[src/rtl/bf_pkg.sv]
// rtl/bf_pkg.sv - shared constants, types and select decoding for the butterfly output crossbar
package bf_pkg;

    localparam logic MODE_R2 = 1'b0;
    localparam logic MODE_R4 = 1'b1;

    localparam int DEF_DLY_R2 = 10;
    localparam int DEF_DLY_R4 = 12;

    // Widest select code any instance may use; instances zero-extend their codes into this.
    localparam int BF_SEL_MAX_W = 8;

    typedef logic [BF_SEL_MAX_W-1:0] bf_sel_t;

    typedef struct packed {
        logic [BF_SEL_MAX_W-2:0] b;
        logic                    upper;
    } bf_src_t;

    // Split a select code into source butterfly index and upper/lower choice.
    function automatic bf_src_t bf_src_idx(input bf_sel_t k);
        bf_src_t s;
        s.b     = k[BF_SEL_MAX_W-1:1];
        s.upper = k[0];
        return s;
    endfunction

endpackage

[src/rtl/bf_sel_delay.sv]
// rtl/bf_sel_delay.sv - free-running select delay line with two taps and an any-valid summary
module bf_sel_delay #(
    parameter int WIDTH = 8,
    parameter int DEPTH = 12,
    parameter int TAP_A = 10,
    parameter int TAP_B = 12
) (
    input  logic             clk,
    input  logic             rst,
    input  logic [WIDTH-1:0] entry,
    output logic [WIDTH-1:0] tap_a,
    output logic [WIDTH-1:0] tap_b,
    output logic             any_vld
);

    // Stage k holds the entry accepted k cycles ago; the MSB of each entry is its valid bit.
    logic [WIDTH-1:0] line [1:DEPTH];

    // Shift every cycle; reset discards everything in flight.
    always_ff @(posedge clk) begin
        if (rst) begin
            for (int i = 1; i <= DEPTH; i++) line[i] <= '0;
        end else begin
            line[1] <= entry;
            for (int i = 2; i <= DEPTH; i++) line[i] <= line[i-1];
        end
    end

    assign tap_a = line[TAP_A];
    assign tap_b = line[TAP_B];

    // OR of every stage's valid bit.
    always_comb begin
        any_vld = 1'b0;
        for (int i = 1; i <= DEPTH; i++) any_vld = any_vld | line[i][WIDTH-1];
    end

endmodule

[src/rtl/bf_out_xbar.sv]
// rtl/bf_out_xbar.sv - butterfly-output crossbar routing NTT results onto memory-write lanes
module bf_out_xbar
    import bf_pkg::*;
#(
    parameter int DATA_WIDTH = 12,
    parameter int NUM_BF     = 2,
    parameter int DLY_R2     = DEF_DLY_R2,
    parameter int DLY_R4     = DEF_DLY_R4
) (
    input  logic                                      clk,
    input  logic                                      rst,
    input  logic                                      sel_vld_in,
    input  logic                                      mode_in,
    input  logic [2*NUM_BF*$clog2(2*NUM_BF)-1:0]      sel_in,
    input  logic [NUM_BF*DATA_WIDTH-1:0]              bf_upper,
    input  logic [NUM_BF*DATA_WIDTH-1:0]              bf_lower,
    input  logic                                      err_clr,
    output logic [2*NUM_BF*DATA_WIDTH-1:0]            d_out,
    output logic                                      d_vld,
    output logic                                      busy,
    output logic                                      err_dup,
    output logic                                      err_col
);

    localparam int N      = 2 * NUM_BF;
    localparam int SEL_W  = $clog2(N);
    localparam int EW     = 2 + N * SEL_W;
    localparam int BIDX_W = (NUM_BF > 1) ? $clog2(NUM_BF) : 1;

    logic [EW-1:0]         tap_r2;
    logic [EW-1:0]         tap_r4;
    logic                  r2_hit;
    logic                  r4_hit;
    logic                  beat;
    logic [N*SEL_W-1:0]    route_sel;
    logic [DATA_WIDTH-1:0] upper_arr [NUM_BF];
    logic [DATA_WIDTH-1:0] lower_arr [NUM_BF];
    logic [N*DATA_WIDTH-1:0] lane_flat;
    logic [N-1:0]          lane_bad;
    logic                  dup_any;

    // One shared line carries {vld, mode, sel}; the mode bit decides which tap claims an entry.
    bf_sel_delay #(
        .WIDTH (EW),
        .DEPTH (DLY_R4),
        .TAP_A (DLY_R2),
        .TAP_B (DLY_R4)
    ) u_sel_delay (
        .clk     (clk),
        .rst     (rst),
        .entry   ({sel_vld_in, mode_in, sel_in}),
        .tap_a   (tap_r2),
        .tap_b   (tap_r4),
        .any_vld (busy)
    );

    assign r2_hit = tap_r2[EW-1] && (tap_r2[EW-2] == MODE_R2);
    assign r4_hit = tap_r4[EW-1] && (tap_r4[EW-2] == MODE_R4);
    assign beat   = r2_hit || r4_hit;

    // The radix-4 entry is older, so it wins a collision and the radix-2 entry is dropped.
    assign route_sel = r4_hit ? tap_r4[N*SEL_W-1:0] : tap_r2[N*SEL_W-1:0];

    genvar gb, gl;
    generate
        for (gb = 0; gb < NUM_BF; gb++) begin : g_unpack
            assign upper_arr[gb] = bf_upper[gb*DATA_WIDTH +: DATA_WIDTH];
            assign lower_arr[gb] = bf_lower[gb*DATA_WIDTH +: DATA_WIDTH];
        end

        for (gl = 0; gl < N; gl++) begin : g_lane
            logic [SEL_W-1:0]  code;
            bf_src_t           src;
            logic              legal;
            logic [BIDX_W-1:0] bidx;

            assign code  = route_sel[gl*SEL_W +: SEL_W];
            assign src   = bf_src_idx(bf_sel_t'(code));
            assign legal = (src.b < (BF_SEL_MAX_W-1)'(NUM_BF));
            assign bidx  = src.b[BIDX_W-1:0];

            // Illegal codes drive the lane to zero and are flagged as duplicates.
            assign lane_flat[gl*DATA_WIDTH +: DATA_WIDTH] =
                !legal ? '0 : (src.upper ? upper_arr[bidx] : lower_arr[bidx]);
            assign lane_bad[gl] = !legal;
        end
    endgenerate

    // Pairwise compare of lane select codes, plus any illegal code.
    always_comb begin
        dup_any = |lane_bad;
        for (int i = 0; i < N; i++) begin
            for (int j = i + 1; j < N; j++) begin
                if (route_sel[i*SEL_W +: SEL_W] == route_sel[j*SEL_W +: SEL_W]) dup_any = 1'b1;
            end
        end
    end

    // Registered outputs; d_out holds between beats and error flags are sticky with set priority.
    always_ff @(posedge clk) begin
        if (rst) begin
            d_out   <= '0;
            d_vld   <= 1'b0;
            err_dup <= 1'b0;
            err_col <= 1'b0;
        end else begin
            d_vld <= beat;
            if (beat) d_out <= lane_flat;

            if (beat && dup_any)   err_dup <= 1'b1;
            else if (err_clr)      err_dup <= 1'b0;

            if (r2_hit && r4_hit)  err_col <= 1'b1;
            else if (err_clr)      err_col <= 1'b0;
        end
    end

endmodule

[config.mk]
export PLATFORM = sky130hd
export DESIGN_NAME = bf_out_xbar
export DESIGN_NICKNAME = d
export VERILOG_FILES = /design/src/rtl/bf_pkg.sv /design/src/rtl/bf_sel_delay.sv /design/src/rtl/bf_out_xbar.sv
export SDC_FILE = /design/constraint.sdc
export NUM_CORES = 1
export LEC_CHECK = 0
export CORE_MARGIN = 4
export CORE_UTILIZATION = 40
export DETAILED_ROUTE_END_ITERATION = 7
export GPL_TIMING_DRIVEN = 0
export PLACE_DENSITY = 0.61
export SKIP_LAST_GASP = 1
export SYNTH_ARGS = -nofsm -noshare
export SYNTH_HDL_FRONTEND = slang
export SYNTH_SLANG_ARGS = --single-unit
[constraint.sdc]
create_clock -name clk -period 2.4 [get_ports clk]
set_input_delay 0.72 -clock clk [delete_from_list [all_inputs] [get_ports clk]]
set_output_delay 0.72 -clock clk [all_outputs]
set_load 0.02 [all_outputs]
==> results by stage <==
Run status:
- The flow ran to the end, and the final reports show no timing, DRC or antenna violations.

Synth:
- The average instance in the mapped netlist occupies 13.3 µm².
- The combinational family with the most area after synthesis is multiplexers.
- The number of nets handed over by synthesis was 537.
- The adder-cell share of the synthesized area is 0%.
- The cell area that synthesis handed to floorplanning was 0.00634 mm².
- Synthesis produced 476 cells.
- The fraction of the mapped netlist area in compound gates is 7.52%.
- Yosys printed 0 warnings.
- The post-synthesis share of cell area spent on xor and xnor gates is 3.31%.
- The number of different library cells in the post-synthesis netlist is 32.
- The synthesized netlist devotes 13.2% of its cell area to simple gates.
- The sequential fraction of the synthesis area is 54.0%.
- The flop and latch count out of synthesis is 171.
- Measured against the total synthesized area, the mux share comes to 19.0%.

Floorplanning:
- In this run the horizontal extent of the chip is 134 µm.
- The die covers 0.0179 mm².
- In this run the vertical extent of the chip is 134 µm.
- The floorplan core area is 0.0154 mm².
- The initial utilization of the core area, before any placement, comes to 41.3%.
- The number of placed I/O pins is 113.
- The total number of placement rows is 45.

Cells and area:
- Once layout is done, the placed cells without fillers occupy 0.00828 mm².
- Leaving out fill and tap cells, the most frequent cell in the layout is sky130_fd_sc_hd__dfxtp_1.
- The share of post-route cells with drive strength above 1 is 15.5%.
- The number of antenna repair diodes is 0.
- The number of nets in the layout is 668.
- Relative to the synthesized area, the layout overhead comes to 30.6%.
- The final core utilization is 53.9%.
- The library cells used most frequently in the layout, excluding fill and tap cells, are sky130_fd_sc_hd__dfxtp_1 (171), sky130_fd_sc_hd__nor2b_1 (120), sky130_fd_sc_hd__clkdlybuf4s50_1 (111).

Timing:
- For the pin with the worst max-slew slack, the measured transition is 736 ps.
- The max-slew violation count is 0.
- Across the routed clock network, the largest skew measured is 12.9 ps.
- The number of setup violations in the final report is 0.
- The smallest clock period supported by the final layout is computed as 2220 ps.
- The headroom to the max-slew limit is 50.9%.
- The final period utilization is 92.5%.
- Setup repair after global routing left no endpoint under its margin.
- The worst hold slack after final layout is 433 ps.
- The final hold violation count came to 0.
- The maximum clock frequency is 450 MHz.

Global routing:
- The via count of the first global-routing pass is 4,137.
- The overall overflow remaining after global route is 0.
- Global routing used 17.4% of the available tracks across all layers.
- The pin count of the biggest net entering global routing is 17.
- The number of antenna violations at the first check in global routing is 0.
- The first global-routing pass estimated 23,500 µm of wire.

Job:
- The tool flagged a number of max-cap violations equal to 0.

Detailed routing:
- The remaining routing DRC violations is 0.
- The routed length per instance is 17.9 µm.
- The highest routed metal layer is met4.
- After detailed routing, the met3 layer carries 902 µm of wire.
- The pre-antenna-repair detailed-routing pass consisted of 5 iterations.
- The mean number of vias per cell is 5.01.
- The detailed-route wire length is 14,900 µm.
- The met2 wirelength from detailed routing is 7640 µm.
- For this block, the initial DRC count from the detailed router was 269.
- The routed layout has 4,162 vias.
- The remaining antenna violation count after routing is 0.
- The routed metal-1 wire length is 6170 µm.

Hold path:
- The type of the worst min-delay path is reg -> reg.

Clocking:
- Clock tree synthesis selected as its root buffer the cell sky130_fd_sc_hd__clkbuf_16.
- The total of cells resized after clock tree synthesis is 1.
- The maximum level of the CTS H-tree is 4.
- CTS saw 171 sinks.
- The TritonCTS clock tree is built.
- No sink is reached through more buffers than the 2 on the longest clock path.
- Hold repair after CTS inserted 0 buffers.
- The clock network latency to the later pin of the worst-skew pair is 430 ps.
- In this run, CTS created clock tree buffers numbering 17.
- The setup fix buffers added after clock tree synthesis is 0.
- The clock slew at the register clock pins of the worst setup and hold paths is 60 ps.

Place:
- Routability-driven placement finished with a final weighted congestion of 0.805.
- In this run the cell area measured after placement is 0.00773 mm².
- The HPWL after detailed placement is 10,900 µm.
- The count of buffers added on input and output ports is 112.

Setup path:
- The critical path goes through nor4_1, nand3_1, dlygate4sd2_1.
- The kind of end point of the critical path is a primary output.
- STA classifies the critical path startpoint as a register.
- The maximum cell stage delay along the critical path is 330 ps.
- The peak fanout along the critical path is 2.
- Data on the critical path arrives at its endpoint at 1500 ps.
- The cell with the largest stage delay on the worst path is sky130_fd_sc_hd__dlygate4sd2_1.
- The data required time at the worst endpoint is 1680 ps.
- Broken down by cell family, the worst path's largest delay share belongs to simple AND/OR/NAND/NOR gates.
- Counting both buffers and inverters, the worst setup path holds a total of 1.
- By startpoint and endpoint, the worst setup path is classified as reg -> out.

Power and ir drop:
- The post-layout total power is 0.00569 W.
- For this design the ratio of total power to cell area is 688 mW/mm².
- The largest vdd supply drop is 0.564 mV.
- The leakage power total is 3.13 nW.
layout make-up:
| class | count | area, µm² |
|---|---|---|
| multi-input combinational | 271 | 2730 |
| buffer | 33 | 190 |
| clock buffer | 19 | 443 |
| timing repair buffer | 112 | 1120 |
| inverter | 1 | 3.75 |
| sequential | 171 | 3420 |
| tap | 211 | 264 |
| fill | 1333 | 7090 |
| clock inverter | 13 | 109 |
final timing paths:
kind,start,to,slack (ps),cells past startpoint
max reg2reg,u_sel_delay.line[3][9]$_SDFF_PP0_,d_out[5]$_SDFFE_PP0P_,270,5
min reg2reg,u_sel_delay.line[2][14]$_SDFF_PP0_,u_sel_delay.line[2][24]$_SDFF_PP0_,430,1
min,u_sel_delay.line[2][14]$_SDFF_PP0_,u_sel_delay.line[2][24]$_SDFF_PP0_,430,1
max,u_sel_delay.line[1][39]$_SDFF_PP0_,busy,180,3
report_power, final:
group / leakage, nW / switching, W / internal (W)
clock network: 0.268 / 0.00115 / 0.00138
registers: 1.38 / 0.00000551 / 0.00286
logic: 1.48 / 0.000123 / 0.000177
total: 3.13 / 0.00128 / 0.00442
logic make-up (layout without fill, tap and decap cells):
group / after synthesis / after routing
AOI/OAI and AO/OA: 57 / 57
xor gates and xnor gates: 24 / 24
buffers and inverters: 34 / 178
DFF: 171 / 171
muxes: 56 / 56
and+or+nand+nor: 134 / 134
synthesized netlist by cell type:
cell	number	area, µm²
sky130_fd_sc_hd__mux2_2	4	45.0
sky130_fd_sc_hd__buf_4	4	30.0
sky130_fd_sc_hd__a22oi_1	2	15.0
sky130_fd_sc_hd__a21oi_1	2	10.0
sky130_fd_sc_hd__a22o_1	48	420
sky130_fd_sc_hd__o22ai_1	2	12.5
sky130_fd_sc_hd__nand4_1	1	6.26
sky130_fd_sc_hd__or3_1	1	6.26
sky130_fd_sc_hd__buf_12	1	20.0
sky130_fd_sc_hd__mux4_1	4	105
sky130_fd_sc_hd__buf_2	2	10.0
sky130_fd_sc_hd__mux4_2	44	991
sky130_fd_sc_hd__nand2_4	1	11.3
sky130_fd_sc_hd__nor2b_1	120	751
sky130_fd_sc_hd__mux2i_1	2	20.0
sky130_fd_sc_hd__nand2b_1	1	6.26
sky130_fd_sc_hd__or4_1	1	7.51
sky130_fd_sc_hd__nand2_1	1	3.75
sky130_fd_sc_hd__inv_1	1	3.75
sky130_fd_sc_hd__clkbuf_1	20	75.1
sky130_fd_sc_hd__mux2i_4	2	45.0
sky130_fd_sc_hd__xor2_1	12	105
sky130_fd_sc_hd__buf_6	4	45.0
sky130_fd_sc_hd__dfxtp_1	171	3420
sky130_fd_sc_hd__nor2_1	3	11.3
sky130_fd_sc_hd__nor4_1	3	18.8
sky130_fd_sc_hd__nand3_1	1	5.00
sky130_fd_sc_hd__o21ai_0	2	10.0
sky130_fd_sc_hd__buf_1	2	7.51
sky130_fd_sc_hd__nor3b_1	1	7.51
sky130_fd_sc_hd__a31o_2	1	8.76
sky130_fd_sc_hd__xnor2_1	12	105
flip-flops by register name, indices dropped and copies added, names as in the netlist:
| signal | cells |
|---|---|
| u_sel_delay.line | 120 |
| d_out | 48 |
| d_vld | 1 |
| err_col | 1 |
| err_dup | 1 |
layer usage:
layer,vias up,GRT usage (%)
met5,-,0
met4,0,5.03
met3,15,5.18
met2,124,29.1
met1,2061,21.9
li1,1962,-
through the flow:
stage / worst slack, ps / TNS, ps / instances
global placement: -312 / -8600 / 799
global route: 82.4 / 0 / 831
CTS: 102 / 0 / 831
floorplan: 583 / 0 / 476
finish: 179 / 0 / 831
detailed placement: -356 / -12110 / 799
worst reg2reg max path: stages (launching register included):
cell and delay, ps:
sky130_fd_sc_hd__dfxtp_1 420, sky130_fd_sc_hd__nand2_4 100, sky130_fd_sc_hd__mux2i_1 400, sky130_fd_sc_hd__buf_4 340, sky130_fd_sc_hd__mux4_2 570, sky130_fd_sc_hd__a22o_1 200
Note: power is estimated with default switching activity, not from simulation.
